[config.mk]
export PLATFORM = sky130hd
export DESIGN_NAME = svi_lane_collector
export DESIGN_NICKNAME = d
export VERILOG_FILES = /design/src/rtl/svi_lane_collector.sv
export SDC_FILE = /design/constraint.sdc
export NUM_CORES = 1
export LEC_CHECK = 0
export ABC_CLOCK_PERIOD_IN_PS = 3910
export CORE_ASPECT_RATIO = 2
export CORE_MARGIN = 2
export CORE_UTILIZATION = 35
export DETAILED_ROUTE_END_ITERATION = 10
export PLACE_DENSITY = 0.63
export SYNTH_ARGS = -nofsm -noshare
export SYNTH_HDL_FRONTEND = slang
export SYNTH_SLANG_ARGS = --single-unit
[constraint.sdc]
create_clock -name i_clk -period 3.91 [get_ports i_clk]
set_input_delay 0.782 -clock i_clk [delete_from_list [all_inputs] [get_ports i_clk]]
set_output_delay 0.782 -clock i_clk [all_outputs]
set_load 0.1 [all_outputs]
[src/rtl/svi_lane_collector.sv]
// svi_lane_collector: captures per-lane {a,b,c} words from an array of SVI lanes,
// arbitrates round-robin across lanes and serialises the words onto one
// valid/ready output tagged with the lane index; counts overrun drops.
module svi_lane_collector #(
    parameter int N_LANES = 4,
    parameter int CNT_W   = 8,
    localparam int IDX_W  = (N_LANES > 1) ? $clog2(N_LANES) : 1
) (
    input  logic               i_clk,
    input  logic               i_rst,
    input  logic [N_LANES-1:0] i_vld,
    input  logic [N_LANES-1:0] i_a,
    input  logic [N_LANES-1:0] i_b,
    input  logic [N_LANES-1:0] i_c,
    output logic               o_vld,
    input  logic               i_rdy,
    output logic [2:0]         o_data,
    output logic [IDX_W-1:0]   o_lane,
    output logic [N_LANES-1:0] o_pend,
    output logic [CNT_W-1:0]   o_drop_cnt
);

    // Wide enough to add up to 16 drops onto a full counter without overflow
    localparam int SUM_W = CNT_W + 5;
    localparam logic [CNT_W-1:0] CNT_MAX = '1;
    localparam logic [IDX_W:0] LANES_L = (IDX_W + 1)'(N_LANES);
    localparam logic [IDX_W-1:0] LAST_IDX = IDX_W'(N_LANES - 1);

    logic [N_LANES-1:0] r_pend;
    logic [2:0]         r_word [N_LANES];
    logic [IDX_W-1:0]   r_ptr;
    logic               r_vld;
    logic [2:0]         r_data;
    logic [IDX_W-1:0]   r_lane;
    logic [CNT_W-1:0]   r_drop;

    logic               w_free;
    logic               w_gntFound;
    logic [IDX_W-1:0]   w_gntIdx;
    logic               w_grant;
    logic [N_LANES-1:0] w_gntHot;
    logic [N_LANES-1:0] w_drop;
    logic [SUM_W-1:0]   w_dropNum;
    logic [SUM_W-1:0]   w_dropSum;
    logic [CNT_W-1:0]   w_dropNext;
    logic [IDX_W-1:0]   w_ptrNext;

    // Output register can take a new word when empty or being drained this cycle
    assign w_free  = !r_vld || i_rdy;
    assign w_grant = w_free && w_gntFound;

    // Find the first pending lane at or above the pointer, wrapping around
    always_comb begin
        logic [IDX_W:0] idx;
        w_gntFound = 1'b0;
        w_gntIdx   = '0;
        idx        = '0;
        for (int i = 0; i < N_LANES; i++) begin
            idx = {1'b0, r_ptr} + (IDX_W + 1)'(i);
            if (idx >= LANES_L) idx = idx - LANES_L;
            if (!w_gntFound && r_pend[idx[IDX_W-1:0]]) begin
                w_gntFound = 1'b1;
                w_gntIdx   = idx[IDX_W-1:0];
            end
        end
    end

    // One-hot grant and per-lane overrun detection; a granted lane accepts a new word
    always_comb begin
        w_gntHot  = '0;
        w_drop    = '0;
        w_dropNum = '0;
        for (int k = 0; k < N_LANES; k++) begin
            w_gntHot[k] = w_grant && (w_gntIdx == IDX_W'(k));
            w_drop[k]   = i_vld[k] && r_pend[k] && !w_gntHot[k];
            w_dropNum   = w_dropNum + SUM_W'(w_drop[k]);
        end
    end

    // Saturating drop counter update and wrapped pointer advance
    always_comb begin
        w_dropSum  = SUM_W'(r_drop) + w_dropNum;
        w_dropNext = (w_dropSum > SUM_W'(CNT_MAX)) ? CNT_MAX : w_dropSum[CNT_W-1:0];
        w_ptrNext  = (w_gntIdx == LAST_IDX) ? '0 : w_gntIdx + IDX_W'(1);
    end

    // Per-lane single-word storage: capture wins over the grant clear
    always_ff @(posedge i_clk or posedge i_rst) begin
        if (i_rst) begin
            r_pend <= '0;
            for (int k = 0; k < N_LANES; k++) r_word[k] <= '0;
        end else begin
            for (int k = 0; k < N_LANES; k++) begin
                if (i_vld[k] && (!r_pend[k] || w_gntHot[k])) begin
                    r_word[k] <= {i_a[k], i_b[k], i_c[k]};
                    r_pend[k] <= 1'b1;
                end else if (w_gntHot[k]) begin
                    r_pend[k] <= 1'b0;
                end
            end
        end
    end

    // Registered output stage, round-robin pointer and drop counter
    always_ff @(posedge i_clk or posedge i_rst) begin
        if (i_rst) begin
            r_vld  <= 1'b0;
            r_data <= '0;
            r_lane <= '0;
            r_ptr  <= '0;
            r_drop <= '0;
        end else begin
            r_drop <= w_dropNext;
            if (w_grant) begin
                r_vld  <= 1'b1;
                r_data <= r_word[w_gntIdx];
                r_lane <= w_gntIdx;
                r_ptr  <= w_ptrNext;
            end else if (w_free) begin
                r_vld <= 1'b0;
            end
        end
    end

    assign o_vld      = r_vld;
    assign o_data     = r_data;
    assign o_lane     = r_lane;
    assign o_pend     = r_pend;
    assign o_drop_cnt = r_drop;

endmodule

==> impl_metrics.env <==
export IMPL_critical_path_reg2reg_startpoint="o_pend[2]"
export IMPL_globalRouteOverflowTotal=0
export IMPL_synth_cell_area_sq_um=1660
export IMPL_antenna_cells=0
export IMPL_setup_violations=0
export IMPL_first_iter_violations=32
export IMPL_worst_setup_path_start_kind="input port"
export IMPL_die_width_um=52.7
export IMPL_use_met2=0.289
export IMPL_combinational_family_with_the_most_area_after_synthesis="simple AND/OR/NAND/NOR gates"
export IMPL_cts_resized=0
export IMPL_cap_violations=0
export IMPL_synth_edff_count=0
export IMPL_grt_first_pass_wirelength_um=6730
export IMPL_syn_instance_count=164
export IMPL_post_route_period_util=0.950
export IMPL_floorplan_initialDensity=0.362
export IMPL_worst_slew_pin_slew_ns=0.992
export IMPL_hold_class="reg2reg"
export IMPL_cts_hold_fix_buffers=0
export IMPL_first_global_vias=1401
export IMPL_global_route_peak_usage_layer="met2"
export IMPL_seq_area_frac_synth=0.482
export IMPL_track_usage=0.174
export IMPL_nFillCells=443
export IMPL_drt_first_pass_iters=4
export IMPL_yosys_top_cells_area="dfrtp_1, nand2_1, fa_1"
export IMPL_biggest_cell_delay_along_the_critical_path_ns=0.46
export IMPL_synthArstFlopShare=1.00
export IMPL_timing_critical_path_required_ns=4.10
export IMPL_avgSynthCellArea_sq_um=10.1
export IMPL_drt_wirelength_per_cell_um=14.4
export IMPL_yosys_most_used_dff="dfrtp_1"
export IMPL_dp_hpwl_um=3040
export IMPL_r2r_cells=13
export IMPL_ctsLongestPathBuffers=2
export IMPL_die_y_um=101
export IMPL_cp_max_fo=6
export IMPL_synth_top_cells_by_count="nand2_1, dfrtp_1, inv_1"
export IMPL_critPathSlowestCell="clkdlybuf4s50_1"
export IMPL_clock_tree_root="clkbuf_8"
export IMPL_coreArea_sq_um=4600
export IMPL_htreeDepth=2
export IMPL_multi_input_area_sq_um=795
export IMPL_post_layout_nonfiller_instances=268
export IMPL_synth_area_leader_cell="dfrtp_1"
export IMPL_regToRegSetupSlack_ns=0.50
export IMPL_final_antenna_net_count=0
export IMPL_detailroute_via_count=1374
export IMPL_max_clock_freq_mhz=269
export IMPL_avgViaCountPerCell=5.13
export IMPL_logic_depth_of_the_worst_path_buffers_included=12
export IMPL_synth_fa_ha_area_frac=0.0512
export IMPL_worst_path_buf_inv=2
export IMPL_boundaryPins=37
export IMPL_skew_pair_late_insertion_delay_ns=0.29
export IMPL_ys_ff_latch=32
export IMPL_sequential_cell_area_sq_um=806
export IMPL_antenna_violations_before_repair=0
export IMPL_result_of_the_run="completed"
export IMPL_critPathCaptureType="flip-flop"
export IMPL_timing_critical_path_arrival_ns=3.91
export IMPL_met1_usage=0.207
export IMPL_placedCellCount=260
export IMPL_synth_compound_area_share=0.158
export IMPL_gr_usage_met3=0.0324
export IMPL_post_detailed_routing_wire_length_um=3860
export IMPL_timing_clock_skew_ns=0.00634
export IMPL_share_of_the_core_filled_with_cells=0.481
export IMPL_fin_crit_ns=3.72
export IMPL_post_dp_cell_area_sq_um=2120
export IMPL_drive_above_1_share=0.146
export IMPL_yosys_mux_area_fraction=0.0564
export IMPL_cts_clk_slew_worst_paths_ns=0.07
export IMPL_synth_simple_gate_area_share=0.196
export IMPL_core_rowCount=35
export IMPL_timing_final_hold_violations=0
export IMPL_drt_drc_violations_left=0
export IMPL_yosysWarningCount=0
export IMPL_clock_buffer_count_from_cts=5
export IMPL_maxSlewHeadroom=0.337
export IMPL_crit_type="in2reg"
export IMPL_worst_path_dominant_cell_family="simple AND/OR/NAND/NOR gates"
export IMPL_buffer_ports_inserted=36
export IMPL_worst_r2r_end="o_drop_cnt[3]"
export IMPL_tritoncts_num_sinks=32
export IMPL_gp_congestion=0.835
export IMPL_yosys_cell_count_top_type="nand2_1"
export IMPL_grt_start_max_net_pins=21
export IMPL_crit_path_cell_trace="clkdlybuf4s50_1, and2b_4, or2_1, or3_4, o21a_4, nand2_1, fa_1, fa_1, inv_1, fa_1, nand4_1, o21ai_0"
export IMPL_die_outline_area_sq_um=5350
export IMPL_synth_net_count=188
export IMPL_ys_types=39
export IMPL_cts_tree="done"
export IMPL_critPathMostFrequentCell="fa_1"
export IMPL_finish_net_count=236
export IMPL_startpoint="i_rdy"
export IMPL_post_cts_repair_timing_setup_buffer_count=0
export IMPL_post_synth_top_area_fraction=0.482
export IMPL_endpoint="o_drop_cnt[3]"
export IMPL_fin_area_sq_um=2210
export IMPL_synth_xor_area_frac=0.0158
export IMPL_timing_final_max_slew_violations=0
export IMPL_setup_repair_after_global_routing_missed_its_margin="false"
export IMPL_area_growth_syn_to_layout_pct=33.1
## layer usage
metal	vias up	wire length, um	share of wire
met4	0	113	0.029
met2	35	2110	0.55
li1	673	-	-
met3	8	147	0.038
met1	658	1490	0.38
met5	-	0	0
## how the worst min path moves through the flow
| stage | start | endpoint | cells after the start |
|---|---|---|---|
| after floorplan | r_word[10] | r_word[10] | 1 |
| after global placement | o_lane[0] | o_lane[0] | 1 |
| after detailed placement | o_lane[0] | o_lane[0] | 1 |
| after CTS | o_lane[0] | o_lane[0] | 1 |
| after global routing | o_lane[1] | o_lane[1] | 2 |
| final | o_lane[0] | o_lane[0] | 1 |
## cells by family after synthesis
logic type	count (synthesis)
simple gates	66
compound gates	37
flops	32
buf+inv	12
mux	9
fa+ha+maj	5
xor+xnor	3
## cells in the final DEF, fill, tap and decap left out, types with 5 or more instances in the layout
master and instances:
dfrtp_1 28, mux2i_1 6, inv_1 8, nand2_1 33, clkbuf_8 6, buf_4 8
clkdlybuf4s50_1 36, nor2_1 6, o21ai_0 5, o21ai_1 6
## final cells by class
| class | instances | area share |
|---|---|---|
| sequential | 32 | 0.364 |
| multi-input combinational | 120 | 0.359 |
| timing repair buffer | 44 | 0.190 |
| clock buffer | 8 | 0.0407 |
| tap | 55 | 0.0311 |
| inverter | 9 | 0.0153 |
## state kept, by name, summed over array words and instances (netlist names)
signal      flops
r_word         12
o_pend          4
o_lane          2
r_ptr           2
o_drop_cnt      8
o_data          3
o_vld           1
## metrics by stage
step | worst slack, ns | hold WS, ns | TNS, ns
finish | 0.194 | 0.481 | 0
global route | 0.0444 | 0.511 | 0
CTS | 0.171 | 0.482 | 0
detailed placement | -0.120 | 0.467 | -0.570
global placement | -0.0466 | 0.459 | -0.192
floorplan | 0.0312 | 0.479 | 0
Power is left out: the tool's default activity adds up to more than one toggle a clock period on the data nets, which glitch-free logic cannot reach.
